==> config.mk <==
export PLATFORM = sky130hd
export DESIGN_NAME = rc4_encrypt_mem
export DESIGN_NICKNAME = d
export VERILOG_FILES = /design/src/rtl/rc4_encrypt_mem.sv
export SDC_FILE = /design/constraint.sdc
export NUM_CORES = 1
export LEC_CHECK = 0
export BUFFER_PORTS_ARGS = -buffer_cell sky130_fd_sc_hd__buf_4
export CORE_UTILIZATION = 60
export DETAILED_ROUTE_END_ITERATION = 6
export PLACE_DENSITY = 0.85
export SYNTH_ARGS = -nofsm -noshare
export SYNTH_HDL_FRONTEND = slang
export SYNTH_SLANG_ARGS = --single-unit
==> constraint.sdc <==
create_clock -name clk -period 6.5 [get_ports clk]
set_input_delay 0.975 -clock clk [delete_from_list [all_inputs] [get_ports clk]]
set_output_delay 0.975 -clock clk [all_outputs]
set_load 0.01 [all_outputs]
==> src/rtl/rc4_encrypt_mem.sv <==
// RC4 encryptor: initialises and key-schedules an external S-box RAM, then encrypts MSG_LEN plaintext bytes.
// Optional macro RC4_PLAINTEXT_CHECK_EN aborts a run on any byte outside 'a'..'z' and space.
module rc4_encrypt_mem #(
  parameter int MSG_LEN   = 32,
  parameter int KEY_BYTES = 3
) (
  input  logic        clk,
  input  logic        reset,
  input  logic        start,
  input  logic [23:0] secret_key,
  output logic [7:0]  s_address,
  output logic [7:0]  s_data,
  output logic        s_wren,
  input  logic [7:0]  s_q,
  output logic [4:0]  pt_address,
  input  logic [7:0]  pt_q,
  output logic [4:0]  ct_address,
  output logic [7:0]  ct_data,
  output logic        ct_wren,
  output logic        busy,
  output logic        done,
  output logic        error
);

  typedef enum logic [3:0] {
    IDLE, INIT, KSA_RD_I, KSA_RD_J, KSA_WR_J, KSA_WR_I, PRGA_RD_I,
    PRGA_RD_J, PRGA_SWAP, PRGA_RD_F, PRGA_RD_PT, PRGA_WR_CT, DONE
  } state_t;

  state_t      state, state_n;
  logic        wt, wt_n;
  logic [7:0]  i, i_n, j, j_n, si, si_n, sj, sj_n, f, f_n;
  logic [4:0]  k, k_n;
  logic [1:0]  kidx, kidx_n;
  logic [23:0] key, key_n;
  logic [7:0]  s_address_n, s_data_n, ct_data_n;
  logic [4:0]  pt_address_n, ct_address_n;
  logic        s_wren_n, ct_wren_n, busy_n, done_n, error_n;
  logic [7:0]  ksa_j, prga_j;

  function automatic logic [7:0] key_byte(input logic [23:0] kv, input logic [1:0] idx);
    case (idx)
      2'd0:    key_byte = kv[23:16];
      2'd1:    key_byte = kv[15:8];
      default: key_byte = kv[7:0];
    endcase
  endfunction

`ifdef RC4_PLAINTEXT_CHECK_EN
  function automatic logic pt_ok(input logic [7:0] b);
    pt_ok = ((b >= 8'd97) && (b <= 8'd122)) || (b == 8'd32);
  endfunction
`endif

  assign ksa_j  = j + s_q + key_byte(key, kidx);
  assign prga_j = j + s_q;

  // Each RAM read: address presented on entry, wt=0 cycle, wt=1 cycle, q captured leaving wt=1.
  always_comb begin
    state_n = state;  wt_n = 1'b0;  i_n = i;  j_n = j;  k_n = k;  kidx_n = kidx;
    key_n = key;  si_n = si;  sj_n = sj;  f_n = f;
    s_address_n = s_address;  s_data_n = s_data;  s_wren_n = 1'b0;
    pt_address_n = pt_address;  ct_address_n = ct_address;  ct_data_n = ct_data;
    ct_wren_n = 1'b0;  error_n = error;
    case (state)
      IDLE: begin
        if (start) begin
          state_n = INIT;  key_n = secret_key;  i_n = 8'd0;  j_n = 8'd0;  k_n = 5'd0;
          kidx_n = 2'd0;  error_n = 1'b0;
          s_address_n = 8'd0;  s_data_n = 8'd0;  s_wren_n = 1'b1;
        end else begin
          state_n = IDLE;
        end
      end
      INIT: begin
        if (i == 8'd255) begin
          state_n = KSA_RD_I;  i_n = 8'd0;  j_n = 8'd0;  s_address_n = 8'd0;
        end else begin
          i_n = i + 8'd1;  s_address_n = i + 8'd1;  s_data_n = i + 8'd1;  s_wren_n = 1'b1;
        end
      end
      KSA_RD_I: begin
        if (!wt) begin
          wt_n = 1'b1;
        end else begin
          si_n = s_q;  j_n = ksa_j;  s_address_n = ksa_j;  state_n = KSA_RD_J;
        end
      end
      KSA_RD_J: begin
        if (!wt) begin
          wt_n = 1'b1;
        end else begin
          sj_n = s_q;  state_n = KSA_WR_J;
          s_address_n = j;  s_data_n = si;  s_wren_n = 1'b1;
        end
      end
      KSA_WR_J: begin
        state_n = KSA_WR_I;  s_address_n = i;  s_data_n = sj;  s_wren_n = 1'b1;
      end
      KSA_WR_I: begin
        if (i == 8'd255) begin
          state_n = PRGA_RD_I;  i_n = 8'd1;  j_n = 8'd0;  s_address_n = 8'd1;
        end else begin
          state_n = KSA_RD_I;  i_n = i + 8'd1;  s_address_n = i + 8'd1;
          kidx_n = (kidx == 2'(KEY_BYTES - 1)) ? 2'd0 : kidx + 2'd1;
        end
      end
      PRGA_RD_I: begin
        if (!wt) begin
          wt_n = 1'b1;
        end else begin
          si_n = s_q;  j_n = prga_j;  s_address_n = prga_j;  state_n = PRGA_RD_J;
        end
      end
      PRGA_RD_J: begin
        if (!wt) begin
          wt_n = 1'b1;
        end else begin
          sj_n = s_q;  state_n = PRGA_SWAP;
          s_address_n = j;  s_data_n = si;  s_wren_n = 1'b1;
        end
      end
      // wt=0: s[j] write in progress, queue s[i]; wt=1: s[i] write in progress, queue the f read.
      PRGA_SWAP: begin
        if (!wt) begin
          wt_n = 1'b1;  s_address_n = i;  s_data_n = sj;  s_wren_n = 1'b1;
        end else begin
          state_n = PRGA_RD_F;  s_address_n = si + sj;
        end
      end
      PRGA_RD_F: begin
        if (!wt) begin
          wt_n = 1'b1;
        end else begin
          f_n = s_q;  pt_address_n = k;  state_n = PRGA_RD_PT;
        end
      end
      PRGA_RD_PT: begin
        if (!wt) begin
          wt_n = 1'b1;
`ifdef RC4_PLAINTEXT_CHECK_EN
        end else if (!pt_ok(pt_q)) begin
          error_n = 1'b1;  state_n = DONE;
`endif
        end else begin
          ct_address_n = k;  ct_data_n = f ^ pt_q;  ct_wren_n = 1'b1;  state_n = PRGA_WR_CT;
        end
      end
      PRGA_WR_CT: begin
        if (k == 5'(MSG_LEN - 1)) begin
          state_n = DONE;
        end else begin
          k_n = k + 5'd1;  i_n = i + 8'd1;  s_address_n = i + 8'd1;  state_n = PRGA_RD_I;
        end
      end
      DONE:    state_n = IDLE;
      default: state_n = IDLE;
    endcase
`ifndef RC4_PLAINTEXT_CHECK_EN
    error_n = 1'b0;
`endif
    busy_n = (state_n != IDLE) && (state_n != DONE);
    done_n = (state_n == DONE);
  end

  // State, datapath and registered outputs.
  always_ff @(posedge clk or posedge reset) begin
    if (reset) begin
      state <= IDLE;  wt <= 1'b0;  i <= 8'd0;  j <= 8'd0;  k <= 5'd0;  kidx <= 2'd0;
      key <= 24'd0;  si <= 8'd0;  sj <= 8'd0;  f <= 8'd0;
      s_address <= 8'd0;  s_data <= 8'd0;  s_wren <= 1'b0;  pt_address <= 5'd0;
      ct_address <= 5'd0;  ct_data <= 8'd0;  ct_wren <= 1'b0;
      busy <= 1'b0;  done <= 1'b0;  error <= 1'b0;
    end else begin
      state <= state_n;  wt <= wt_n;  i <= i_n;  j <= j_n;  k <= k_n;  kidx <= kidx_n;
      key <= key_n;  si <= si_n;  sj <= sj_n;  f <= f_n;
      s_address <= s_address_n;  s_data <= s_data_n;  s_wren <= s_wren_n;
      pt_address <= pt_address_n;  ct_address <= ct_address_n;  ct_data <= ct_data_n;
      ct_wren <= ct_wren_n;  busy <= busy_n;  done <= done_n;  error <= error_n;
    end
  end

endmodule

-- Word-level counts from Yosys, hierarchy flattened
Cells that the tools add are included.
- word-level logic and storage cells: 120
- bits of input ports: 43
- register bits after elaboration: 114
- $add $sub $neg: 6
- reductions and logical operators: 25
- multiplexer cells: 43
- equal/unequal tests: 26
- bitwise gates (word level): 1
- operator list (kind ; number):
    8-bit two-way mux ; 12
    8-bit one-hot mux with 9 select lines ; 1
    8-bit one-hot mux with 4 select lines ; 2
    4-bit one-hot mux with 12 select lines ; 1
    8-bit one-hot mux with 5 select lines ; 1
    4-bit two-way mux ; 9
    8-bit adder ; 3
    4-bit == test, second input constant ; 5
    4-bit by 3-bit == test with 1-bit output, second input constant ; 4
    8-bit one-hot mux with 2 select lines ; 1
    2-bit != test, second input constant ; 7
    4-bit nonzero test ; 3
    5-bit two-way mux ; 2
    5-bit one-hot mux with 2 select lines ; 1
    2-bit AND reduction ; 5
    5-bit AND reduction ; 2
    3-bit AND reduction ; 3
    9-bit nonzero test ; 1
    8-bit by 1-bit adder with 8-bit output, second input constant ; 1
    4-bit by 2-bit == test with 1-bit output, second input constant ; 2
    8-bit == test, second input constant ; 1
    8-bit bitwise XOR ; 1
    1-bit two-way mux ; 7
    7-bit OR reduction ; 1
    other kinds (19) ; 25

-- Depth between registers and ports, before layout
- word-level depth: 5
- depth in mapped cells: 14
- gate-level depth less buffers: 14

-- Least setup slack after synthesis
Ideal clock, no wire load.
- kind: input-to-reg
- start: in s_q[0]
- end: reg j[7]
- setup time: 0.096 ns
- required time: 6.404 ns
- stages: 14
- data arrival time: 3.271 ns
- slack: 3.133 ns
- path through: ha_1 > inv_1 > fa_1 > nor2b_1 > o31a_1 > or4b_1 > nand3_1 > ha_1 > o21ai_0 > o21bai_1 > a211oi_1 > nor2_1 > xnor2_1 > o31ai_1
- word-level cells in the longest chain between the ends: 4
- elaborated cells between the ends (all ways): 5
- classes of those cells: 2 x add/sub; 3 x mux
- ends and longest elaborated chain (element ; line ; source):
    start, declared ; 14 ; input logic [7:0] s_q,
    8-bit adder (*) ; 55, 56 ;
    8-bit adder ; 55 ; assign ksa_j = j + s_q + key_byte(key, kidx);
    8-bit two-way mux ; 83 ; if (!wt) begin
    8-bit one-hot mux with 4 select lines (*) ; 65 ; case (state)
    end signal, assigned ; 175 ; state <= state_n; wt <= wt_n; i <= i_n; j <= j_n; k <= k_n; kidx <= kidx_n;
    end, declared ; 32 ; logic [7:0] i, i_n, j, j_n, si, si_n, sj, sj_n, f, f_n;
Every way passes the cells marked *; elsewhere a longest branch is shown, timed or not. The select of a mux whose other input is x is not followed.
A chain may end at the register's enable or synchronous reset.

-- Worst setup path after layout
- start: in s_q[0]
- end: reg s_address[7]
- word-level cells in the longest chain between the ends: 4
- elaborated cells between the ends (all ways): 5
- classes of those cells: 2 x add/sub; 3 x mux
- ends and longest elaborated chain (element ; line ; source):
    8-bit adder (*) ; 55, 56 ;
    8-bit adder ; 55 ;
    8-bit two-way mux ; 83 ;
    8-bit one-hot mux with 9 select lines (*) ; 65 ;
    end signal, assigned ; 177 ; s_address <= s_address_n; s_data <= s_data_n; s_wren <= s_wren_n;
    end, declared ; 11 ; output logic [7:0] s_address,
Marks and branches as above.

==> results.toml <==
[timing]
rsz0062_at_grt = "false"
tns_ps = 0
relSlewSlack_pct = 14.8
fin_skew_ps = 9.68
worstMarginPinSlew_ps = 1270
finalCritPeriodShare_pct = 49.5
hold_viol_final = 0
drv_slew = 0
setup_viol = 0
fin_crit_ps = 3220
postLayoutSetupSlackWorst_ps = 3280
fmax_mhz = 311

[synthesis]
async_flop_share_pct = 100
avgSynthCellArea_um2 = 10.7
syn-num-nets = 677
syn_area_mm2 = 0.00648
synth.distinct_cells = 73
yosysSeqAreaShare_pct = 44.0
synth_edf_count = 0
syn_inst = 607
ys.flop_type = "dfrtp_1"
ys_warn_count = 0
ys_seq_elements = 114

[setup_path]
reg2reg_depth = 4
cp_max_fo = 4
worstSetupPathType = "in2reg"
cp-start-kind = "input port"
r2r_end = "f[6]$_DFFE_PP0P_"
path_common_cell = "ha_1"
path_cells = "buf_4 -> ha_1 -> inv_1 -> fa_1 -> nor2b_1 -> o31a_1 -> or4b_1 -> nand3_1 -> ha_1 -> nor4_1 -> o21ai_0 -> a211oi_1 -> nor2_1 -> xnor2_1 -> o22ai_1"
cp_slowest_cell = "fa_1"
critPathMaxStageDelay_ps = 410
required_ps = 6900
r2r_start = "state[3]$_DFF_PP0_"
critPathCaptureType = "flip-flop"
reg2reg_slack_ps = 3390
arrival_ps = 3620

[placed_design]
port_buffers = 80
globalplace.congestion = 0.915
place_ws_ps = 2750
hpwl_um = 11600

[min_path]
worstHoldStart = "s_data[2]$_DFFE_PP0P_"
min_path_cells = 2
hold_end = "s_data[2]$_DFFE_PP0P_"
worstHoldPathType = "reg2reg"

[cells_and_area]
num-fill-cells = 737
nets = 746
diodes = 0
mostFrequentLayoutCell = "dfrtp_1"
final_cell_mix = "dfrtp_1 (114), buf_4 (81), mux2_2 (54)"
syn_to_final_growth_pct = 18.7
drive_gt1_share_pct = 27.4

[clock_tree]
clock_sinks = 114
post_cts_buffers = 0
cts_buffer_depth = 2
cts.repair.resized = 0
clkLatencyLatePin_ps = 540
cts-root-buf = "clkbuf_8"
cts_hold_buf = 0
htreeDepth = 4
cts_buffers = 17
cts_tree = "done"
clk_pin_slew_ps = 50

[floorplanning]
fp.dieArea_mm2 = 0.0112
rows = 37
core_mm2 = 0.0104
die_y_um = 106
start_util_pct = 62.3
io_pins = 82
die_x_um = 106

[run]
drv_cap = 0

[global_route]
grt_max_degree = 62
grt_pass1_wl_um = 27000
antenna_found_initial = 0
grt_use_total_pct = 31.9
grt_pass1_vias = 5344
grt.overflow.total = 0

[power_and_ir_drop]
leakage_nw = 3.53
ir_worst_vdd_v = 0.000246
powerDensity_mw_per_mm2 = 228

[detailed_routing]
wire_per_inst_um = 20.1
drtAntennaViolNets = 0
drt_iter0_markers = 429
drc = 0
vias = 5234
drt-vias-per-instance = 6.34
first_pass_iters = 5
routed_wl_um = 16600

[run_status]
status = "complete, no violations"
## routing by layer
metal  part of all wire, %  GRT usage, %
met5                     0             0
met4                   3.2          13.9
met3                   7.9          9.63
met2                    49          52.6
met1                    40          38.7
## critical path, delay by kind of cell
family | cells | cell delay (ps)
buf+inv | 2 | 170
fa+ha+maj | 3 | 810
compound gates | 4 | 710
simple gates | 5 | 720
xor+xnor | 1 | 220
## stage by stage
stage	hold WS, ps	util [%]	total power [W]	cells	area, um^2
final	479	73.9	0.00175	825	7690
after CTS	481	73.9	0.00176	825	7690
after global routing	513	73.9	0.00180	825	7690
after detailed placement	469	68.0	0.000795	793	7080
after floorplan	474	-	0.000761	607	6480
after global placement	464	68.0	0.000792	793	7080
## power breakdown
| part | internal [W] | switching [W] | leakage [nW] |
|---|---|---|---|
| Combinational | 0.0000304 | 0.0000379 | 1.78 |
| Sequential | 0.000712 | 0.00000205 | 1.47 |
| Clock | 0.000631 | 0.000339 | 0.286 |
| Total | 0.00137 | 0.000379 | 3.53 |
## how the worst max path moves through the flow
stage,from,endpoint,cells after the start
after floorplan,reset,busy$_DFF_PP0_,1
after global placement,s_q[0],j[7]$_DFFE_PP0P_,15
after detailed placement,s_q[0],s_address[7]$_DFFE_PP0P_,15
after CTS,s_q[0],s_address[7]$_DFFE_PP0P_,15
after global routing,s_q[0],s_address[7]$_DFFE_PP0P_,15
final,s_q[0],s_address[7]$_DFFE_PP0P_,15
## layout make-up
type                            count  area, um^2  share of cell area (%)
Clock buffer                       19         432                    5.61
Sequential cell                   114        2850                    37.1
Tap cell                          136         170                    2.21
Clock inverter                     13         185                    2.41
Inverter                           17        66.3                   0.862
Timing Repair Buffer               81         608                    7.90
Multi-Input combinational cell    445        3380                    43.9
## sequential cells by signal, indices dropped and copies added, names as in the netlist, 8 cells and up
| name | flops |
|---|---|
| key | 24 |
| ct_data | 8 |
| f | 8 |
| i | 8 |
| j | 8 |
| s_address | 8 |
| s_data | 8 |
| si | 8 |
| sj | 8 |
## synth_stat cells (3+ instances only)
cell	number	share of area, %
buf_4	3	0.35
a221oi_1	4	0.54
o21ai_0	43	3.3
o21ai_2	9	1.2
nor4_1	5	0.48
inv_1	17	0.98
buf_2	17	1.3
mux2_2	54	9.4
nand2_1	39	2.3
nand2b_1	4	0.39
o21a_1	4	0.46
nand3_1	10	0.77
a211oi_1	13	1.5
mux2i_1	12	1.9
a222oi_1	11	1.7
fa_1	3	0.93
mux2_1	7	1.2
nor3_1	6	0.46
a31oi_1	3	0.29
o31ai_1	4	0.46
o21bai_1	3	0.35
clkbuf_1	5	0.29
a221o_1	3	0.46
and3_1	7	0.68
nor2b_1	8	0.77
and2_1	4	0.39
a21oi_1	26	2.0
o21ai_1	4	0.31
nor2_1	39	2.3
a21o_1	10	1.2
nand4_1	3	0.29
buf_6	5	0.87
ha_1	24	4.6
a22o_1	11	1.5
xor2_1	5	0.68
xnor2_1	22	3.0
or3_1	3	0.29
dfrtp_1	114	44
## cell families (layout without fill, tap and decap cells)
kind of cell	count (synthesis)	count (layout)	share of synthesized area (%)
other	1	1	0.0578
AO/OA/AOI/OAI	169	169	18.5
buffers and inverters	48	130	3.88
XOR/XNOR	27	27	3.65
adder cells (fa/ha/maj)	27	27	5.56
AND/OR/NAND/NOR	148	148	11.9
flip-flops	114	114	44.0
multiplexers	73	73	12.4
Note: power is estimated with default switching activity, not from simulation.
